<file path="src/rtl/leaf_out_arbiter.sv">
// leaf_out_arbiter: round-robin share of one leaf-to-BFT packet channel.
// Ports: clk, reset (sync, active-high), req_vld/req_packet/req_ack,
//   dout_leaf_interface2bft, bft_ready, grant_id, stall_cnt.
// Option: LEAF_ARB_STRICT_PRIO0_EN gives requester 0 absolute priority.
module leaf_out_arbiter #(
  parameter int PACKET_BITS    = 97,
  parameter int NUM_REQ        = 4,
  parameter int PTR_BITS       = 2,
  parameter int STALL_CNT_BITS = 16
) (
  input  logic                           clk,
  input  logic                           reset,
  input  logic [NUM_REQ-1:0]             req_vld,
  input  logic [NUM_REQ*PACKET_BITS-1:0] req_packet,
  output logic [NUM_REQ-1:0]             req_ack,
  output logic [PACKET_BITS-1:0]         dout_leaf_interface2bft,
  input  logic                           bft_ready,
  output logic [PTR_BITS-1:0]            grant_id,
  output logic [STALL_CNT_BITS-1:0]      stall_cnt
);

`ifdef LEAF_ARB_STRICT_PRIO0_EN
  localparam int RR_LO = 1;
`else
  localparam int RR_LO = 0;
`endif
  localparam logic [PTR_BITS-1:0] PTR_RST = PTR_BITS'(RR_LO);

  logic [PACKET_BITS-1:0]    out_pkt_q, out_pkt_d;
  logic [PTR_BITS-1:0]       rr_ptr_q, rr_ptr_d;
  logic [PTR_BITS-1:0]       gid_q, gid_d;
  logic [STALL_CNT_BITS-1:0] stall_q, stall_d;
  logic [PTR_BITS-1:0]       gnt;
  logic                      hit;
  logic                      out_vld;
  logic                      load_ok;

  assign out_vld = out_pkt_q[PACKET_BITS-1];
  assign load_ok = ~out_vld | bft_ready;

  // Descending offsets so the entry nearest rr_ptr is the last writer.
  always_comb begin
    int idx;
    hit = 1'b0;
    gnt = '0;
    idx = 0;
    for (int k = NUM_REQ - 1 - RR_LO; k >= 0; k--) begin
      idx = int'(rr_ptr_q) + k;
      if (idx >= NUM_REQ) idx = idx - (NUM_REQ - RR_LO);
      if (req_vld[idx]) begin
        hit = 1'b1;
        gnt = PTR_BITS'(idx);
      end
    end
`ifdef LEAF_ARB_STRICT_PRIO0_EN
    if (req_vld[0]) begin
      hit = 1'b1;
      gnt = '0;
    end
`endif
  end

  always_comb begin
    int nxt;
    req_ack   = '0;
    out_pkt_d = out_pkt_q;
    rr_ptr_d  = rr_ptr_q;
    gid_d     = gid_q;
    nxt       = int'(gnt) + 1;
    if (nxt >= NUM_REQ) nxt = RR_LO;
    if (load_ok) begin
      if (hit) begin
        req_ack   = NUM_REQ'(1) << gnt;
        out_pkt_d = req_packet[int'(gnt)*PACKET_BITS +: PACKET_BITS];
        out_pkt_d[PACKET_BITS-1] = 1'b1;
        gid_d     = gnt;
        // Under strict priority a grant to 0 leaves the RR ring alone.
        if (int'(gnt) >= RR_LO) rr_ptr_d = PTR_BITS'(nxt);
      end else begin
        out_pkt_d = '0;
      end
    end
    if (reset) req_ack = '0;
  end

  always_comb begin
    stall_d = stall_q;
    if (out_vld && !bft_ready && !(&stall_q))
      stall_d = stall_q + 1'b1;
  end

  always_ff @(posedge clk) begin
    if (reset) begin
      out_pkt_q <= '0;
      rr_ptr_q  <= PTR_RST;
      gid_q     <= '0;
      stall_q   <= '0;
    end else begin
      out_pkt_q <= out_pkt_d;
      rr_ptr_q  <= rr_ptr_d;
      gid_q     <= gid_d;
      stall_q   <= stall_d;
    end
  end

  assign dout_leaf_interface2bft = out_pkt_q;
  assign grant_id                = gid_q;
  assign stall_cnt               = stall_q;

endmodule
</file>
<file path="config.mk">
export PLATFORM = sky130hd
export DESIGN_NAME = leaf_out_arbiter
export DESIGN_NICKNAME = d
export VERILOG_FILES = /design/src/rtl/leaf_out_arbiter.sv
export SDC_FILE = /design/constraint.sdc
export NUM_CORES = 1
export LEC_CHECK = 0
export ABC_AREA = 1
export BUFFER_PORTS_ARGS = -buffer_cell sky130_fd_sc_hd__buf_4
export CAP_MARGIN = 20
export CORE_AREA = 4 4 195 197
export DETAILED_ROUTE_END_ITERATION = 16
export DIE_AREA = 0 0 199 201
export PLACE_DENSITY_LB_ADDON = 0.3
export SYNTH_ARGS = -nofsm -noshare
export SYNTH_HDL_FRONTEND = slang
export SYNTH_SLANG_ARGS = --single-unit
</file>
<file path="constraint.sdc">
create_clock -name clk -period 5.9 [get_ports clk]
set_clock_uncertainty 0.2 [all_clocks]
set_input_delay 0.59 -clock clk [delete_from_list [all_inputs] [get_ports clk]]
set_output_delay 0.59 -clock clk [all_outputs]
set_load 0.01 [all_outputs]
</file>
* Word-level counts from Yosys, hierarchy flattened *
Cells that the tools add are included.

operators by class
  add/subtract/negate cells = 9
  $mul = 1
  $lt $le $gt $ge = 9
  shift operators = 2
  muxes and demuxes = 29
  bitwise operators = 2
  reduce and logical (&&, ||, !) cells = 6

operators by type and width
  operator                                                               count
  388-bit by 10-bit indexed part select with 96-bit output               1
  32-bit by 4-bit < comparator with 1-bit output, second input constant  4
  32-bit two-way mux                                                     4
  97-bit two-way mux                                                     1
  16-bit by 1-bit adder with 16-bit output, second input constant        1
  16-bit AND reduction                                                   1
  3-bit >= comparator, second input constant                             4
  1-bit two-way mux                                                      12
  4-bit two-way mux                                                      3
  3-bit by 3-bit subtractor with 4-bit output, second input constant     3
  2-bit two-way mux                                                      5
  2-bit by 7-bit multiplier with 9-bit output, second input constant     1
  1-bit binary-select mux with 2-bit select                              4
  2-bit by 1-bit adder with 3-bit output, second input constant          2
  2-bit by 2-bit adder with 3-bit output, second input constant          2
  1-bit by 2-bit left shift with 4-bit output, first input constant      1
  2-bit by 3-bit subtractor with 4-bit output, second input constant     1
  2-bit by 3-bit >= comparator with 1-bit output, second input constant  1
  1-bit logical AND                                                      2
  1-bit logical NOT                                                      2
  2-bit AND reduction                                                    1
  1-bit inverter                                                         1
  1-bit OR                                                               1

storage, ports and cells
  register bits after elaboration = 117
  bits of input ports = 395
  output and inout bits = 119

* Depth between registers and ports, before layout *
  depth in word-level cells = 14
  mapped depth = 16

* Worst setup path after synthesis *
No wires, ideal clock.

  path type = input to output
  start point = input req_vld[1]
  end point = output req_ack[3]
  arrival time = 2.025 ns
  data required time = 5.110 ns
  slack = 3.085 ns
  stages = 13
  path through = inv_1 nand2_1 nand3_1 nand2_1 inv_2 nand3_2 nand2_4 buf_6 buf_6 buf_2 ha_1 inv_1 nor2_1

on the way
  cells in the longest elaborated chain, start to end = 11
  elaborated cells on any way between the ends = 24
  those cells by class = shift (1); mux (23)

ends and longest elaborated chain
  what                                                   RTL line  text
  start, declared                                        13        input logic [NUM_REQ-1:0] req_vld,
  1-bit binary-select mux with 2-bit select              50        if (req_vld[idx]) begin
  1-bit two-way mux (implied by the code) (2 in series)  50
  2-bit two-way mux (4 in series)                        50
  1-bit by 2-bit left shift with 4-bit output            73        req_ack = NUM_REQ'(1) << gnt;
  4-bit two-way mux *                                    72        if (hit) begin
  4-bit two-way mux *                                    71        if (load_ok) begin
  4-bit two-way mux *                                    83        if (reset) req_ack = '0;
  end, declared                                          15        output logic [NUM_REQ-1:0] req_ack,

Every way passes the cells marked *; elsewhere a longest branch is shown, timed or not. The select of a mux whose other input is x is not followed.

* Worst setup path in the final report *
  start point = register rr_ptr_q[0]
  end point = output req_ack[1]

on the way
  cells in the longest elaborated chain, start to end = 14
  elaborated cells on any way between the ends = 39
  those cells by class = add/sub (7); order compare (4); shift (1); mux (27)

ends and longest elaborated chain
  what                                                                                RTL line  text
  start, declared                                                                     30        logic [PTR_BITS-1:0] rr_ptr_q, rr_ptr_d;
  start signal, assigned                                                              100       rr_ptr_q <= rr_ptr_d;
  2-bit by 2-bit adder with 3-bit output                                              48        idx = int'(rr_ptr_q) + k;
  3-bit by 3-bit subtractor with 4-bit output or 3-bit >= comparator (tied branches)  49        if (idx >= NUM_REQ) idx = idx - (NUM_REQ - RR_LO);
  32-bit two-way mux                                                                  49
  1-bit binary-select mux with 2-bit select                                           50
  1-bit two-way mux (implied by the code) (2 in series)                               50
  2-bit two-way mux (4 in series)                                                     50
  1-bit by 2-bit left shift with 4-bit output                                         73
  4-bit two-way mux *                                                                 72
  4-bit two-way mux *                                                                 71
  4-bit two-way mux *                                                                 83

Marks and branches as above.

==> results.cfg <==
[yosys]
ys_types = 38
yosysTopAreaCell = dfxtp_1
synthesis.area_mm2 = 0.00875
syn_inst = 1575
ys.warnings.count = 0
synth_top_family_by_area = simple AND/OR/NAND/NOR gates
ys_ff_latch = 117
synth_edf_count = 0
synth_xor_area_share_pct = 0.400
syn_area_per_cell_um2 = 5.56
synth_top_area_share_pct = 26.8
ys.flop_type = dfxtp_1
synth_area_leaders = dfxtp_1 (27%), nand2_1 (22%), inv_1 (15%)
synthSimpleGateAreaFrac_pct = 45.8
ys_seq_area_share_pct = 26.8
synth_compound_area_share_pct = 6.38
synthMuxAreaShare_pct = 0
synth_fa_ha_area_share_pct = 0.286
syn-num-nets = 1972
async_reset_ff_share_pct = 0

[sta]
worst_slack_ns = 1.54
hold_viol = 0
slew_headroom_pct = 44.6
slew_violations = 0
tns_ns = 0
fin_crit_ns = 4.36
min_period_over_period_pct = 73.9
rsz0062_at_grt = no
tightest_slew_ns = 0.830
fmax_mhz = 229
hold_slack_ns = 0.175
finalSetupViolCount = 0

[route]
drc = 0
antenna_left = 0
wire_per_inst_um = 14.8
dr.first_iter.drc_count = 334
totalWireLength_um = 37000
via_per_inst = 4.30
vias = 10800
first_pass_iters = 5

[die]
dieArea_mm2 = 0.0400
dieHeight_um = 201
die_w_um = 199
rows = 70
initial_core_util_pct = 24.1
core_mm2 = 0.0363
ios = 514

[finish]
finish.instance_area_mm2 = 0.0134
antenna_cells = 0
syn2layout_area_growth_pct = 53.4
drive_gt1_share_pct = 29.9
final_common_cell = nand2_1
layout_common_cells = nand2_1 (519), buf_4 (514), inv_1 (352), nand3_1 (261), dfxtp_1 (117)
fin_util_pct = 37.0
final_nets = 2421
stdcell_count = 2505
fillers = 3988

[placement]
numPortBuffers = 509
dp_slack_ns = 1.82
gp_congestion = 0.916
place_area_mm2 = 0.0128
place_hpwl_um = 28200
dp.cells = 2473

[cts]
clk_latency_ns = 0.43
cts-htree-levels = 4
clock-sinks = 117
cts_root_buffer = clkbuf_16
cts_buffer_depth = 2
clk_pin_slew_ns = 0.06
cts_tree = yes
cts_setup_buffers = 0
cts_made_buffers = 17
cts_resized = 0
ctsHoldBuffers = 0

[worst_setup_path]
cp_slowest_stage_delay_ns = 0.66
cp.required_ns = 5.11
endpoint_kind = primary output
crit_type = register to primary output
cp-start-kind = register
crit_chain = nand2_1, nand3_1, nand2_1, inv_2, nand3_2, nand2_8, inv_2, nor3_1, buf_4
arrival_ns = 3.57
slowest_stage = nand2_8
reg2regPathDepth = 14
cp_max_fo = 83

[power]
p_per_area_mw_per_mm2 = 476
total_power_mw = 6.39
p_sw_share_pct = 49.6
peakVddDrop_uv = 476
internal_power_mw = 3.22
combPwrFrac_pct = 64.5
pwr-share-clk_pct = 16.3
p_switching_mw = 3.17
power_leakage_nw = 7.86
seq_power_share_pct = 19.2

[global_route]
grt_pass1_wl_um = 56400
antenna_found_initial = 0
grt_pass1_vias = 10500
grt_max_degree = 138
grt_usage_pct = 17.7
grt-ovfl-total = 0

[status]
status = completed

[min_path]
hold_depth = 3
hp-class = input port to register

[flow_run]
cap_violations = 0
-- worst max-delay path: cells and delay by family, from the launching register on --
family | cells | cell delay (ns)
simple gates | 6 | 1.90
buf+inv | 3 | 0.65
flops | 1 | 0.60
-- per-layer routing --
layer | global-route usage (%) | up-vias | routed length (µm)
met5 | 0 | - | 0
met4 | 7.03 | 0 | 1340
met3 | 5.34 | 65 | 3190
met2 | 29.8 | 383 | 17600
met1 | 21.0 | 4719 | 14900
li1 | - | 5608 | -
-- logic make-up after synthesis --
family	after synthesis
buffers and inverters	447
DFF	117
xor gates and xnor gates	4
and+or+nand+nor	905
AOI/OAI and AO/OA	100
adders and majority gates	2
-- power by group through the flow --
| stage | combinational (mW) | sequential, mW | clock, mW |
|---|---|---|---|
| finish | 4.12 | 1.23 | 1.04 |
| global route | 4.69 | 1.26 | 1.11 |
| detailed placement | 4.16 | 1.24 | 0 |
| global placement | 4.12 | 1.23 | 0 |
| CTS | 4.17 | 1.23 | 1.08 |
| floorplan | 2.79 | 1.32 | 0 |
-- cells in the mapped netlist, types with 3 or more instances --
master	count
or2_2	40
xnor2_1	3
or2_0	13
buf_6	4
buf_4	6
a21oi_1	25
o21a_1	20
nand2_4	3
nand3_1	261
dfxtp_1	117
o21ai_0	14
nor3_1	13
clkbuf_1	34
inv_1	352
o21ai_1	38
nand2_1	519
nor2_1	31
inv_2	5
nor4_1	3
buf_2	41
or2_1	9
-- registers in the layout, indices dropped and copies added, names as in the netlist --
name	count
rr_ptr_q	2
dout_leaf_interface2bft	97
grant_id	2
stall_cnt	16
-- layout make-up --
type	instances	area [µm²]	area share (%)
Sequential cell	117	2340	17.4
Multi-Input combinational cell	1011	4630	34.5
Tap cell	468	586	4.36
Clock inverter	15	156	1.16
Inverter	360	1360	10.1
Clock buffer	17	425	3.17
Timing Repair Buffer	517	3930	29.2
-- path summary, 6_finish.rpt --
| kind | from | endpoint | slack, ns |
|---|---|---|---|
| setup / recovery | rr_ptr_q[0] | req_ack[1] | 1.54 |
| hold reg to reg | dout_leaf_interface2bft[48] | dout_leaf_interface2bft[48] | 0.27 |
| setup reg to reg | rr_ptr_q[0] | dout_leaf_interface2bft[15] | 2.03 |
| hold / removal | req_packet[198] | dout_leaf_interface2bft[4] | 0.18 |
Note: power is estimated with default switching activity, not from simulation.
